File: src/rtl/ahb_pkg.sv
// Shared AHB types and constants for the response multiplexer and its default subordinate.
package ahb_pkg;

  localparam int unsigned HTRANS_W = 2;

  typedef enum logic [HTRANS_W-1:0] {
    IDLE   = 2'b00,
    BUSY   = 2'b01,
    NONSEQ = 2'b10,
    SEQ    = 2'b11
  } htrans_t;

  localparam logic HRESP_OKAY  = 1'b0;
  localparam logic HRESP_ERROR = 1'b1;

  typedef enum logic [1:0] {
    DS_IDLE = 2'b00,
    DS_ERR1 = 2'b01,
    DS_ERR2 = 2'b10
  } ds_state_t;

endpackage

File: src/rtl/ahb_default_subord.sv
// Default subordinate: two-cycle ERROR response for active transfers to unmapped addresses.
// Compiled only when AHB_DEFAULT_SUBORD_EN is defined.
`ifdef AHB_DEFAULT_SUBORD_EN
module ahb_default_subord
  import ahb_pkg::*;
(
  input  logic i_clk,
  input  logic i_rst,
  input  logic i_hready,
  input  logic i_unmapped_req,
  input  logic i_dtrans_active,
  output logic o_hreadyout_c,
  output logic o_hresp_c
);

  ds_state_t r_state;
  ds_state_t w_next;
  logic      w_start;

  // A new error sequence starts only when an unmapped NONSEQ/SEQ is actually captured.
  assign w_start = i_hready && i_unmapped_req;

  always_ff @(posedge i_clk) begin
    if (i_rst) r_state <= DS_IDLE;
    else       r_state <= w_next;
  end

  always_comb begin
    w_next = r_state;
    case (r_state)
      DS_IDLE: if (w_start) w_next = DS_ERR1;
      DS_ERR1: w_next = DS_ERR2;
      DS_ERR2: w_next = w_start ? DS_ERR1 : DS_IDLE;
      default: w_next = DS_IDLE;
    endcase
  end

  // ERROR is only signalled while an active transfer owns the data phase.
  always_comb begin
    o_hreadyout_c = 1'b1;
    o_hresp_c     = HRESP_OKAY;
    case (r_state)
      DS_ERR1: begin
        o_hreadyout_c = ~i_dtrans_active;
        o_hresp_c     = i_dtrans_active ? HRESP_ERROR : HRESP_OKAY;
      end
      DS_ERR2: begin
        o_hreadyout_c = 1'b1;
        o_hresp_c     = i_dtrans_active ? HRESP_ERROR : HRESP_OKAY;
      end
      default: begin
        o_hreadyout_c = 1'b1;
        o_hresp_c     = HRESP_OKAY;
      end
    endcase
  end

endmodule
`endif

File: src/rtl/ahb_resp_mux.sv
// AHB data-phase response mux: registers the decoder select and routes the owner's response.
// AHB_DEFAULT_SUBORD_EN enables the ERROR-answering default subordinate; otherwise unmapped is OKAY.
module ahb_resp_mux
  import ahb_pkg::*;
#(
  parameter int unsigned NUM_SUBORD = 3,
  parameter int unsigned DATA_WIDTH = 32
) (
  input  logic                             Hclk,
  input  logic                             Hreset,
  input  logic [NUM_SUBORD-1:0]            Hsel,
  input  logic [HTRANS_W-1:0]              Htrans,
  input  logic [NUM_SUBORD*DATA_WIDTH-1:0] Hrdata_s,
  input  logic [NUM_SUBORD-1:0]            Hreadyout_s,
  input  logic [NUM_SUBORD-1:0]            Hresp_s,
  output logic [DATA_WIDTH-1:0]            Hrdata,
  output logic                             Hready,
  output logic                             Hresp
);

  logic [NUM_SUBORD-1:0] r_dsel;
  logic                  r_dtrans_active;
  logic                  w_htrans_active;
  logic [DATA_WIDTH-1:0] w_rdata;
  logic                  w_ready;
  logic                  w_resp;
  logic                  w_ds_ready;
  logic                  w_ds_resp;

  assign w_htrans_active = htrans_t'(Htrans) inside {NONSEQ, SEQ};

  // Address phase is captured only when the current data phase completes.
  always_ff @(posedge Hclk) begin
    if (Hreset) begin
      r_dsel          <= '0;
      r_dtrans_active <= 1'b0;
    end else if (w_ready) begin
      r_dsel          <= Hsel;
      r_dtrans_active <= w_htrans_active;
    end
  end

`ifdef AHB_DEFAULT_SUBORD_EN
  logic w_unmapped_req;

  assign w_unmapped_req = (Hsel == '0) && w_htrans_active;

  ahb_default_subord u_default_subord (
    .i_clk           (Hclk),
    .i_rst           (Hreset),
    .i_hready        (w_ready),
    .i_unmapped_req  (w_unmapped_req),
    .i_dtrans_active (r_dtrans_active),
    .o_hreadyout_c   (w_ds_ready),
    .o_hresp_c       (w_ds_resp)
  );
`else
  logic w_unused;

  assign w_unused   = &{1'b0, r_dtrans_active};
  assign w_ds_ready = 1'b1;
  assign w_ds_resp  = HRESP_OKAY;
`endif

  // Walk downward so the lowest set select bit ends up owning the data phase.
  always_comb begin
    w_rdata = '0;
    w_ready = w_ds_ready;
    w_resp  = w_ds_resp;
    for (int i = int'(NUM_SUBORD) - 1; i >= 0; i--) begin
      if (r_dsel[i]) begin
        w_rdata = Hrdata_s[i*DATA_WIDTH +: DATA_WIDTH];
        w_ready = Hreadyout_s[i];
        w_resp  = Hresp_s[i];
      end
    end
  end

  assign Hrdata = w_rdata;
  assign Hready = w_ready;
  assign Hresp  = w_resp;

endmodule

File: config.mk
export PLATFORM = sky130hd
export DESIGN_NAME = ahb_resp_mux
export DESIGN_NICKNAME = d
export VERILOG_FILES = /design/src/rtl/ahb_pkg.sv /design/src/rtl/ahb_default_subord.sv /design/src/rtl/ahb_resp_mux.sv
export SDC_FILE = /design/constraint.sdc
export NUM_CORES = 1
export LEC_CHECK = 0
export CORE_MARGIN = 2
export CORE_UTILIZATION = 21
export DETAILED_ROUTE_END_ITERATION = 8
export PLACE_DENSITY = 0.77
export SETUP_SLACK_MARGIN = 0.2
export SYNTH_ARGS = -nofsm -noshare
export SYNTH_HDL_FRONTEND = slang
export SYNTH_SLANG_ARGS = --single-unit
File: constraint.sdc
create_clock -name Hclk -period 1.2 [get_ports Hclk]
set_input_delay 0.18 -clock Hclk [delete_from_list [all_inputs] [get_ports Hclk]]
set_output_delay 0.18 -clock Hclk [all_outputs]
set_load 0.01 [all_outputs]
* After elaboration in Yosys (flattened, before gate mapping) *
Cells that the tools add are included.

storage, ports and cells
  word-level logic and storage cells = 10
  flip-flop bits (word level) = 3
  output and inout bits = 34
  bits of input ports = 109

cells by class
  mux-type cells = 9

operators with widths
  operator  number
  $mux W32  3
  $mux W1   6

* Longest topological paths before layout *
  depth in word-level cells = 3
  gate-level depth with buffers = 6
  depth with buffers taken out = 3

* Worst setup path after synthesis *
OpenSTA, ideal clock, no wires.

  path kind = reg2out
  from = register r_dsel[1]
  to = output Hrdata[10]
  required time = 1.020 ns
  path buffers = 3
  stages on the path, launching flop included = 7
  arrival time = 1.114 ns
  setup slack = -0.094 ns
  cells stage by stage = dfxtp_1 > buf_6 > nor2b_1 > buf_4 > buf_6 > a22oi_1 > o21ai_0

on the way
  longest elaborated chain between the ends = 2

RTL lines
  what                    line                RTL
  start, declared         ahb_resp_mux.sv:21  logic [NUM_SUBORD-1:0] r_dsel;
  start signal, assigned  ahb_resp_mux.sv:38  r_dsel <= Hsel;
  $mux W32 (2 in series)  ahb_resp_mux.sv:71  if (r_dsel[i]) begin
  end, declared           ahb_resp_mux.sv:16  output logic [DATA_WIDTH-1:0] Hrdata,

No other way between the ends.

* Worst setup path in the final report *
  from = register r_dsel[2]
  to = output Hrdata[8]

on the way
  longest elaborated chain between the ends = 3

RTL lines
  what                    line
  $mux W32 (3 in series)  ahb_resp_mux.sv:71

No other way between the ends.

==> results.md <==
- The die extent in y is 66.7 um.
- The placement-stage cell area is 2320 um2.
- After synthesis, the largest family of logic cells by area is compound AO/OA/AOI/OAI gates.
- The number of global-route vias before repair is 1482.
- The share of total power in sequential cells is 0.076.
- The slowest stage of the critical path is the sky130_fd_sc_hd__dfxtp_2 cell.
- After synthesis, the mean cell area works out to 6.12 um2.
- Yosys mapped the design onto 18 distinct sky130hd cell types.
- The number of placed instances, taps included is 320.
- The number of hold violations in the final report is 0.
- The highest clock frequency the design can meet is 0.665 GHz.
- During synthesis, Yosys emitted a total of 0 warnings.
- The number of cells on the worst hold path is 3.
- For this run, the post-layout net count is 393.
- The kind of cell with the highest combined delay along the critical path is buffers and inverters.
- The required time of the critical path is 1.02 ns.
- The first-pass GRT wire length is 6.58 mm.
- Compared with the post-synthesis result, the final layout area differs by 198%.
- TritonCTS built the clock tree.
- The filler cells instantiated in the layout total 331.
- Of the total power, the clock network draws 0.169.
- For this run, the slowest stage of the critical path takes 0.31 ns.
- In this run the power spent charging and discharging nets is 634 uW.
- Of all nets on the critical path, the largest fanout is 6.
- The kind of start point of the critical path is a flop.
- After synthesis the netlist holds a flip-flop and latch count of 3.
- The final non-filler cell total is 331.
- The number of cells on the worst reg-to-reg path is 6.
- The cell area after synthesis is 826 um2.
- Summing all multi-input logic gate instances after layout gives 769 um2.
- The placeable core region is 3720 um2.
- The via count normalized by instance count is 4.64.
- STA classifies the critical path endpoint as an output port.
- The initial antenna violation count is 0.
- The weighted congestion reported at the end of routability-driven placement is 0.775.
- The maximum vdd ir drop is 533 uV.
- The die footprint is 4450 um2.
- In this run the count of I/O pins placed on the die edge is 143.
- Clock-pin slew was measured on the worst setup and hold paths at 0.03 ns.
- The shortest clock period the worst path allows after layout is 1.50 ns.
- After detailed routing, the average wire length per cell comes to 13.3 um.
- The critical setup path kind is flop to output port.
- Of the total power, combinational logic draws 0.755.
- The number of buffers added by the clock tree synthesis step is 3.
- The repair_antennas step left the layout with diodes totalling 0.
- The slack of the worst reg-to-reg path is -0.17 ns.
- Setup repair after global routing could not meet its margin everywhere.
- The flip-flop count of the largest register, all copies and words added is 3.
- The data arrival time of the critical path is 1.32 ns.
- The remaining routing DRC violations is 0.
- The die is 66.7 um wide.
- The total negative slack is -9.34 ns.
- The maximum number of pins on one net before global-route repair is 35.
- The floorplan has 22 rows.
- The area fraction in compound gates after synthesis was 0.545.
- The fraction of synthesized cell area in xor and xnor cells is 0.
- The adder and majority gate portion of the synthesized area is 0.
- The net count after synthesis is 244.
- Of the post-synthesis cell area, the part taken by muxes is 0.0242.
- Internal power comes to 1140 uW.
- Of the cells placed in the final design, the portion with a size suffix greater than 1 is 0.304.
- The worst slack at placement is -0.595 ns.
- During placement, the flow inserted port buffers numbering 140.
- The portion of the post-synthesis area used by sequential elements is 0.0727.
- Traced cell by cell, the critical path runs through nor2b_4, buf_4, clkbuf_16, a22oi_2, o21ai_1, buf_2.
- Counting both buffers and inverters, the worst setup path holds a total of 3.
- The clock latency on the worst-skew pair is 0.22 ns.
- The fraction of power spent switching nets is 0.358.
- Headroom to the max-slew limit came out at 0.841.
- In the final layout, the registers with the most flip-flops are r_dsel (3).
- The total design power is 1770 uW.
- In this run the remaining antenna-violating nets after routing total 0.
- In this run the number of H-tree levels came out at 1.
- In the final layout, flip-flops and latches occupy 66.3 um2.
- The effective utilization at floorplan is 0.222.
- The endpoint identified for the worst register-to-register timing path is r_dsel[0]$_SDFFE_PP0P_.
- The origin of the worst min-delay path is Hsel[2].
- The setup slack after layout is -0.303 ns.
- The clock tree root buffer cell is sky130_fd_sc_hd__clkbuf_8.
- The measured slew at the worst slew-check pin is 0.238 ns.
- The run finished, with violations left.
- Of the total synthesized cell area, the portion taken by AND, OR, NAND and NOR gates is 0.218.
- The setup skew after layout is 0.00197 ns.
- The register with the most flip-flops in the final layout is r_dsel.
- The power per standard cell area is 719 nW/um2.
- The clock drives 3 sinks.
- The tool flagged a number of max-cap violations equal to 0.
- The largest buffer count on any clock path is 2.
- The pre-antenna-repair detailed-routing pass consisted of 4 iterations.
- The final global-route overflow total is 0.
- The final count of pins violating max slew is 0.
- The final reports fail on negative setup slack.
- The instance count of the mapped netlist is 135.
- The share of the clock period used by the worst path is 1.25.
- The overall routed net length is 4.39 mm.
- The placed wire-length estimate is 3.27 mm.
- The leakage power summed over all cells is 0.000977 uW.
- In this run the critical register-to-register path is launched from r_dsel[2]$_SDFFE_PP0P_.
- After the first detailed-routing iteration, the DRC count stood at 39.
- The worst hold path terminates at r_dsel[2]$_SDFFE_PP0P_.
- The routed via count is 1536.
- The count of endpoints failing setup in the final report is 37.
- Once layout is done, the placed cells without fillers occupy 2460 um2.
- The total routing usage reported by global routing is 0.190.
- The worst hold path belongs to the class input pin to flop.
==> worst min-delay path, stage by stage <==
cell and delay [ns]:
sky130_fd_sc_hd__clkdlybuf4s50_1 0.39, sky130_fd_sc_hd__nand2_1 0.05, sky130_fd_sc_hd__mux2i_1 0.05
==> placed cells by master (no fill, tap or decap), drive strengths merged, types with 2 or more instances in the layout <==
cell,instances
o31a,2
a22oi,33
inv,3
buf,53
dfxtp,3
nor2b,2
mux2i,2
clkdlybuf4s50,106
o21ai,33
clkbuf,5
nand2,38
==> repair_timing <==
action                                  in CTS  in global routing
pin swaps                                    6                  6
setup buffers                                3                  1
cloned                                       2                  1
gates resized for setup                    169                  3
endpoints found under the setup margin      37                 37
hold buffers                                 0                  0
==> cell families after synthesis <==
group	count (synthesis)
AO/OA/AOI/OAI	69
buffers and inverters	19
flip-flops	3
multiplexers	2
AND/OR/NAND/NOR	42
==> routing by layer <==
metal / vias to the layer above / wire (um) / GRT usage
met5: - / 0 / 0
met4: 0 / 100 / 0.0612
met3: 10 / 505 / 0.0642
met2: 75 / 2220 / 0.355
met1: 658 / 1570 / 0.196
li1: 793 / - / -
==> power groups by stage <==
stage	registers (uW)	clock network (uW)	logic [uW]
floorplan	117	0	525
global placement	131	0	1310
detailed placement	132	0	1320
CTS	135	307	1310
global route	137	316	1440
finish	134	300	1330
==> Yosys cell counts <==
library cell               instances  area share
sky130_fd_sc_hd__nor3b_2           1       0.015
sky130_fd_sc_hd__inv_1             3       0.014
sky130_fd_sc_hd__a22oi_1          33        0.30
sky130_fd_sc_hd__clkbuf_1          3       0.014
sky130_fd_sc_hd__o21ai_0          27        0.16
sky130_fd_sc_hd__nor2b_1           1      0.0076
sky130_fd_sc_hd__buf_2             8       0.048
sky130_fd_sc_hd__nand2_1          38        0.17
sky130_fd_sc_hd__mux2i_1           2       0.024
sky130_fd_sc_hd__dfxtp_1           3       0.073
sky130_fd_sc_hd__buf_6             4       0.055
sky130_fd_sc_hd__nor2b_4           1       0.017
sky130_fd_sc_hd__o221a_1           1       0.014
sky130_fd_sc_hd__buf_4             1      0.0091
sky130_fd_sc_hd__o31a_1            1       0.011
sky130_fd_sc_hd__nor3_1            1      0.0061
sky130_fd_sc_hd__o21ai_1           6       0.036
sky130_fd_sc_hd__o31a_4            1       0.021
==> worst max-delay path by stage <==
stage | to | depth (start not counted) | slack [ns] | start
after CTS | Hrdata[11] | 6 | -0.32 | r_dsel[1]$_SDFFE_PP0P_
final | Hrdata[8] | 6 | -0.30 | r_dsel[2]$_SDFFE_PP0P_
after detailed placement | Hready | 5 | -0.59 | Hreadyout_s[2]
after global routing | Hrdata[10] | 6 | -0.38 | r_dsel[2]$_SDFFE_PP0P_
after global placement | Hready | 5 | -0.59 | Hreadyout_s[2]
after floorplan | Hrdata[10] | 6 | -0.02 | r_dsel[1]$_SDFFE_PP0P_
==> cell type report <==
cell class	count	share of cell area
inverter	3	0.00458
multi-input combinational	113	0.313
clock buffer	4	0.0183
tap	48	0.0244
sequential	3	0.0269
timing repair buffer	160	0.613
==> per-stage QoR <==
| stage | hold WS, ns | utilization |
|---|---|---|
| floorplan | 0.319 | - |
| global placement | 0.582 | 0.625 |
| detailed placement | 0.589 | 0.625 |
| CTS | 0.505 | 0.650 |
| global route | 0.527 | 0.662 |
| finish | 0.508 | 0.662 |
Power figures use the tool's default switching activity.
